`src/rtl/pipeline_pkg.sv`:
```
// Shared definitions for the instruction fetch front end: fetch FSM encoding,
// default reset PC / bubble instruction, and PC increment helper.
package pipeline_pkg;

    typedef enum logic [1:0] {
        ST_REQ  = 2'd0,
        ST_BUF  = 2'd1,
        ST_DROP = 2'd2
    } fetch_state_t;

    localparam logic [31:0] RESET_PC_DEF  = 32'h0000_0000;
    localparam logic [31:0] NOP_INSTR_DEF = 32'h0000_0000;

    // Wraps modulo 2^32 by construction of the 32-bit result.
    function automatic logic [31:0] pc_plus4(input logic [31:0] pc);
        return pc + 32'd4;
    endfunction

endpackage

```
`src/rtl/if_id_reg.sv`:
```
// IF/ID pipeline register: load a fetched instruction, insert a bubble, or hold.
module if_id_reg #(
    parameter logic [31:0] NOP_INSTR = 32'h0000_0000
) (
    input  logic        clk,
    input  logic        rst_n,
    input  logic        load,
    input  logic        bubble,
    input  logic [31:0] next_instr,
    input  logic [31:0] next_pc4,
    output logic [31:0] instr,
    output logic [31:0] pc_plus4,
    output logic        valid
);

    always_ff @(posedge clk) begin
        if (!rst_n) begin
            instr    <= NOP_INSTR;
            pc_plus4 <= 32'd0;
            valid    <= 1'b0;
        end else if (bubble) begin
            instr    <= NOP_INSTR;
            pc_plus4 <= 32'd0;
            valid    <= 1'b0;
        end else if (load) begin
            instr    <= next_instr;
            pc_plus4 <= next_pc4;
            valid    <= 1'b1;
        end
    end

endmodule

```
`src/rtl/if_id_stage.sv`:
```
// Instruction fetch stage: fetch-address FSM with one-entry skid buffer and
// stale-fetch dropping, feeding the IF/ID register.
module if_id_stage
    import pipeline_pkg::*;
#(
    parameter logic [31:0] RESET_PC  = RESET_PC_DEF,
    parameter logic [31:0] NOP_INSTR = NOP_INSTR_DEF
) (
    input  logic        clk,
    input  logic        rst_n,
    input  logic        pc_if_write_i,
    input  logic        flush_i,
    input  logic [31:0] redirect_pc_i,
    output logic        imem_req_o,
    output logic [31:0] imem_addr_o,
    input  logic        imem_ready_i,
    input  logic [31:0] imem_rdata_i,
    output logic [31:0] instr_id_o,
    output logic [31:0] pc_plus4_id_o,
    output logic        valid_id_o
);

    fetch_state_t state;
    logic [31:0]  fetch_addr;
    logic [31:0]  pend_pc;
    logic [31:0]  buf_instr;
    logic [31:0]  buf_pc4;
    logic [31:0]  fetch_pc4;
    logic         req_q;

    logic         id_load;
    logic         id_bubble;
    logic [31:0]  id_next_instr;
    logic [31:0]  id_next_pc4;

    assign fetch_pc4   = pc_plus4(fetch_addr);
    assign imem_addr_o = fetch_addr;
    assign imem_req_o  = req_q;

    // A flush is only honoured when ID is allowed to advance; any accepted
    // flush or a cycle without a usable word turns into a bubble.
    always_comb begin
        id_load       = 1'b0;
        id_bubble     = 1'b0;
        id_next_instr = imem_rdata_i;
        id_next_pc4   = fetch_pc4;
        if (state == ST_BUF) begin
            id_next_instr = buf_instr;
            id_next_pc4   = buf_pc4;
        end
        if (pc_if_write_i) begin
            if (flush_i || state == ST_DROP || (state == ST_REQ && !imem_ready_i))
                id_bubble = 1'b1;
            else
                id_load = 1'b1;
        end
    end

    always_ff @(posedge clk) begin
        if (!rst_n) begin
            state      <= ST_REQ;
            req_q      <= 1'b1;
            fetch_addr <= RESET_PC;
            pend_pc    <= 32'd0;
            buf_instr  <= 32'd0;
            buf_pc4    <= 32'd0;
        end else begin
            unique case (state)
                ST_REQ: begin
                    if (pc_if_write_i) begin
                        if (flush_i) begin
                            if (imem_ready_i) begin
                                fetch_addr <= redirect_pc_i;
                            end else begin
                                pend_pc <= redirect_pc_i;
                                state   <= ST_DROP;
                            end
                        end else if (imem_ready_i) begin
                            fetch_addr <= fetch_pc4;
                        end
                    end else if (imem_ready_i) begin
                        buf_instr <= imem_rdata_i;
                        buf_pc4   <= fetch_pc4;
                        state     <= ST_BUF;
                        req_q     <= 1'b0;
                    end
                end
                ST_BUF: begin
                    if (pc_if_write_i) begin
                        fetch_addr <= flush_i ? redirect_pc_i : buf_pc4;
                        state      <= ST_REQ;
                        req_q      <= 1'b1;
                    end
                end
                ST_DROP: begin
                    // The in-flight response belongs to the old path; wait it out.
                    if (pc_if_write_i && imem_ready_i) begin
                        fetch_addr <= flush_i ? redirect_pc_i : pend_pc;
                        state      <= ST_REQ;
                    end else if (pc_if_write_i && flush_i) begin
                        pend_pc <= redirect_pc_i;
                    end
                end
                default: begin
                    state <= ST_REQ;
                    req_q <= 1'b1;
                end
            endcase
        end
    end

    if_id_reg #(
        .NOP_INSTR (NOP_INSTR)
    ) u_if_id_reg (
        .clk        (clk),
        .rst_n      (rst_n),
        .load       (id_load),
        .bubble     (id_bubble),
        .next_instr (id_next_instr),
        .next_pc4   (id_next_pc4),
        .instr      (instr_id_o),
        .pc_plus4   (pc_plus4_id_o),
        .valid      (valid_id_o)
    );

endmodule

```
`config.mk`:
```
export PLATFORM = sky130hd
export DESIGN_NAME = if_id_stage
export DESIGN_NICKNAME = d
export VERILOG_FILES = /design/src/rtl/pipeline_pkg.sv /design/src/rtl/if_id_reg.sv /design/src/rtl/if_id_stage.sv
export SDC_FILE = /design/constraint.sdc
export NUM_CORES = 1
export LEC_CHECK = 0
export CAP_MARGIN = 10
export CORE_ASPECT_RATIO = 0.6
export CORE_MARGIN = 3
export CORE_UTILIZATION = 36
export DETAILED_ROUTE_END_ITERATION = 16
export SYNTH_ARGS = -nofsm -noshare
export SYNTH_HDL_FRONTEND = slang
export SYNTH_SLANG_ARGS = --single-unit
```
`constraint.sdc`:
```
create_clock -name clk -period 3 [get_ports clk]
set_input_delay 0.3 -clock clk [delete_from_list [all_inputs] [get_ports clk]]
set_output_delay 0.3 -clock clk [all_outputs]
set_load 0.02 [all_outputs]
```
==> flow_metrics.py <==
metrics = {
    "outcome": {
        "outcome": "completed",
    },
    "logic_synthesis": {
        "synth_top_family_by_area": "compound AO/OA/AOI/OAI gates",
        "synth_xor_area_frac": 0.0256,
        "syn_area_per_cell_sq_um": 7.94,
        "synthAdderAreaFrac": 0.00541,
        "synth-seq-cells": 196,
        "synth-edff-count": 0,
        "synth_mux_area_frac": 0.0449,
        "yosysSeqAreaShare": 0.424,
        "yosysMostFrequentCell": "nand2_1",
        "synth_top_area_frac": 0.424,
        "ys_types": 62,
        "synth_fp_nets": 1238,
        "synth_compound_area_frac": 0.251,
        "yosys.area.top_type": "dfxtp_1",
        "synth_warnings": 0,
        "ys.flop_type": "dfxtp_1",
        "synth_common_cells": "nand2_1, dfxtp_1, a21oi_1, clkbuf_1, o21ai_0",
        "synth-async-reset-ratio": 0,
        "synthCells": 1165,
        "synthSimpleGateAreaFrac": 0.197,
        "synth_area_sq_um": 9250,
        "synth_area_leaders": "dfxtp_1, nand2_1, a21oi_1",
    },
    "cells_and_area": {
        "antenna_cells": 0,
        "finish.net_count": 1355,
        "num-fill-cells": 2417,
        "area_growth_syn_to_layout_pct": 27.9,
        "drive_gt1_frac": 0.103,
    },
    "detailed_routing": {
        "wl_per_cell_microns": 19.6,
        "drc": 0,
        "routed_wl_microns": 31700,
        "drt_iter0_drc": 715,
        "vias": 9021,
        "antenna_left": 0,
        "via_per_inst": 5.58,
        "dr.pass1.iters": 5,
    },
    "worst_setup_path": {
        "cp-start-kind": "flip-flop",
        "crit_buf_inv": 0,
        "end_kind": "flip-flop",
        "r2r_slack_ps": 370,
        "ff2ff_path_depth": 6,
        "slowest_delay_ps": 650,
        "worstPathArrival_ps": 2970,
        "worstPathMaxFanout": 7,
        "crit_cells": 6,
        "cp_top_family": "simple AND/OR/NAND/NOR gates",
        "worst-setup-path-type": "reg2reg",
        "slowest_stage": "or4_4",
        "crit_chain": "ha_1 > nand4_4 > or4_4 > nor4_1 > nand4_1 > and3b_1",
        "cp.required_ps": 3340,
    },
    "timing": {
        "min_period_over_period": 0.875,
        "hold_violations": 0,
        "worst_slew_pin_slew_ps": 811,
        "finalMaxSlewViolations": 0,
        "skew_ps": 10.3,
        "finalSetupViolCount": 0,
        "period_needed_ps": 2630,
        "final.setup.tns_ps": 0,
        "fmax_mhz": 381,
        "slew_headroom": 0.452,
        "rsz0062_at_grt": "false",
    },
    "die": {
        "rows": 44,
        "core-area_sq_um": 24700,
        "die_w_microns": 213,
        "pin_count": 167,
        "start_util": 0.374,
        "dieArea_sq_um": 27700,
        "fp.dieH_microns": 130,
    },
    "pwr": {
        "peakVddDrop_mv": 0.405,
        "power.density_nw_per_um2": 538,
        "finalPower_mw": 6.37,
        "p_leak_nw": 3.96,
    },
    "cts": {
        "clock_path_buffers": 2,
        "cts_setup_buffers": 0,
        "path_clk_slew_ps": 70,
        "post_cts_resized": 0,
        "cts_tree": "done",
        "htreeDepth": 4,
        "clk_latency_ps": 450,
        "cts_hold_buf": 0,
        "clock_sinks": 196,
        "root_buffer": "clkbuf_16",
        "cts_buffers": 17,
    },
    "global_route": {
        "antenna_found_initial": 0,
        "grt_max_degree": 58,
        "gr-total-overflow": 0,
        "grt_first_pass_wirelength_microns": 48900,
        "track_usage": 0.227,
        "grt_pass1_vias": 8343,
    },
    "place": {
        "gp_congestion": 0.899,
        "place_hpwl_microns": 22000,
        "io_buffers": 166,
    },
    "run": {
        "maxCapViolations": 0,
    },
    "worst_hold_path": {
        "holdPathStages": 2,
        "hold_path_class": "in2reg",
    },
}
-- kinds of logic after synthesis --
family	count (synthesis)
AOI/OAI and AO/OA	374
xor gates and xnor gates	27
adders and majority gates	4
buffers and inverters	123
DFF	196
muxes	37
and+or+nand+nor	404
-- stage by stage --
stage               utilization  setup WS [ps]  cells  hold WS, ps  instance area, sq um
CTS                       0.479            469   1617          259                 11800
floorplan                     -            551   1165          432                  9250
detailed placement        0.455            497   1585          446                 11300
global placement          0.455            478   1585          439                 11300
global route              0.479            234   1617          298                 11800
finish                    0.479            375   1617          290                 11800
-- cells in the final DEF (no fill, tap or decap), drive strengths merged, types with 18 or more instances in the layout --
master,instances
a211oi,18
a21oi,157
a221oi,30
buf,41
clkbuf,20
clkdlybuf4s50,164
dfxtp,196
inv,18
mux2,36
nand2,227
nand3,56
nor2,40
nor3,21
o21ai,83
-- worst paths after layout --
| check | startpoint | to |
|---|---|---|
| worst max-delay path | imem_addr_o[3]$_SDFFE_PN0P_ | imem_addr_o[26]$_SDFFE_PN0P_ |
| worst min-delay path | rst_n | imem_req_o$_SDFFE_PN1P_ |
| worst max register to register | imem_addr_o[3]$_SDFFE_PN0P_ | imem_addr_o[26]$_SDFFE_PN0P_ |
| worst min register to register | u_if_id_reg.instr[26]$_SDFFE_PP0P_ | u_if_id_reg.instr[26]$_SDFFE_PP0P_ |
-- state kept, by name (all words and copies together), names as in the netlist --
signal                flops
buf_instr                32
buf_pc4                  32
imem_addr_o              32
imem_req_o                1
pend_pc                  32
state                     2
u_if_id_reg.instr        32
u_if_id_reg.pc_plus4     32
u_if_id_reg.valid         1
-- area by class of cell --
cell class,count,area (sq um),area share
Clock inverter,12,128,0.0108
Tap cell,322,403,0.0340
Timing Repair Buffer,205,1980,0.167
Sequential cell,196,3920,0.332
Clock buffer,20,457,0.0386
Inverter,16,62.6,0.00529
Multi-Input combinational cell,846,4880,0.412
-- worst reg2reg max path, delay by kind of cell (launching register included) --
kind,cells,cell delay [ps]
adders and majority gates,1,280
DFF,1,420
and+or+nand+nor,5,1830
-- layer usage --
metal | part of all wire | GRT usage | routed length, microns | up-vias
li1 | - | - | - | 4402
met1 | 0.50 | 0.343 | 15900 | 4279
met2 | 0.41 | 0.318 | 12900 | 308
met3 | 0.079 | 0.0584 | 2520 | 32
met4 | 0.012 | 0.0574 | 372 | 0
met5 | 0 | 0 | 0 | -
-- power by group --
part / switching (mW) / internal [mW]
clock: 1.05 / 1.27
combinational: 0.683 / 0.488
sequential: 0.128 / 2.74
total: 1.87 / 4.51
No activity file was read; power rests on OpenSTA's default activity.
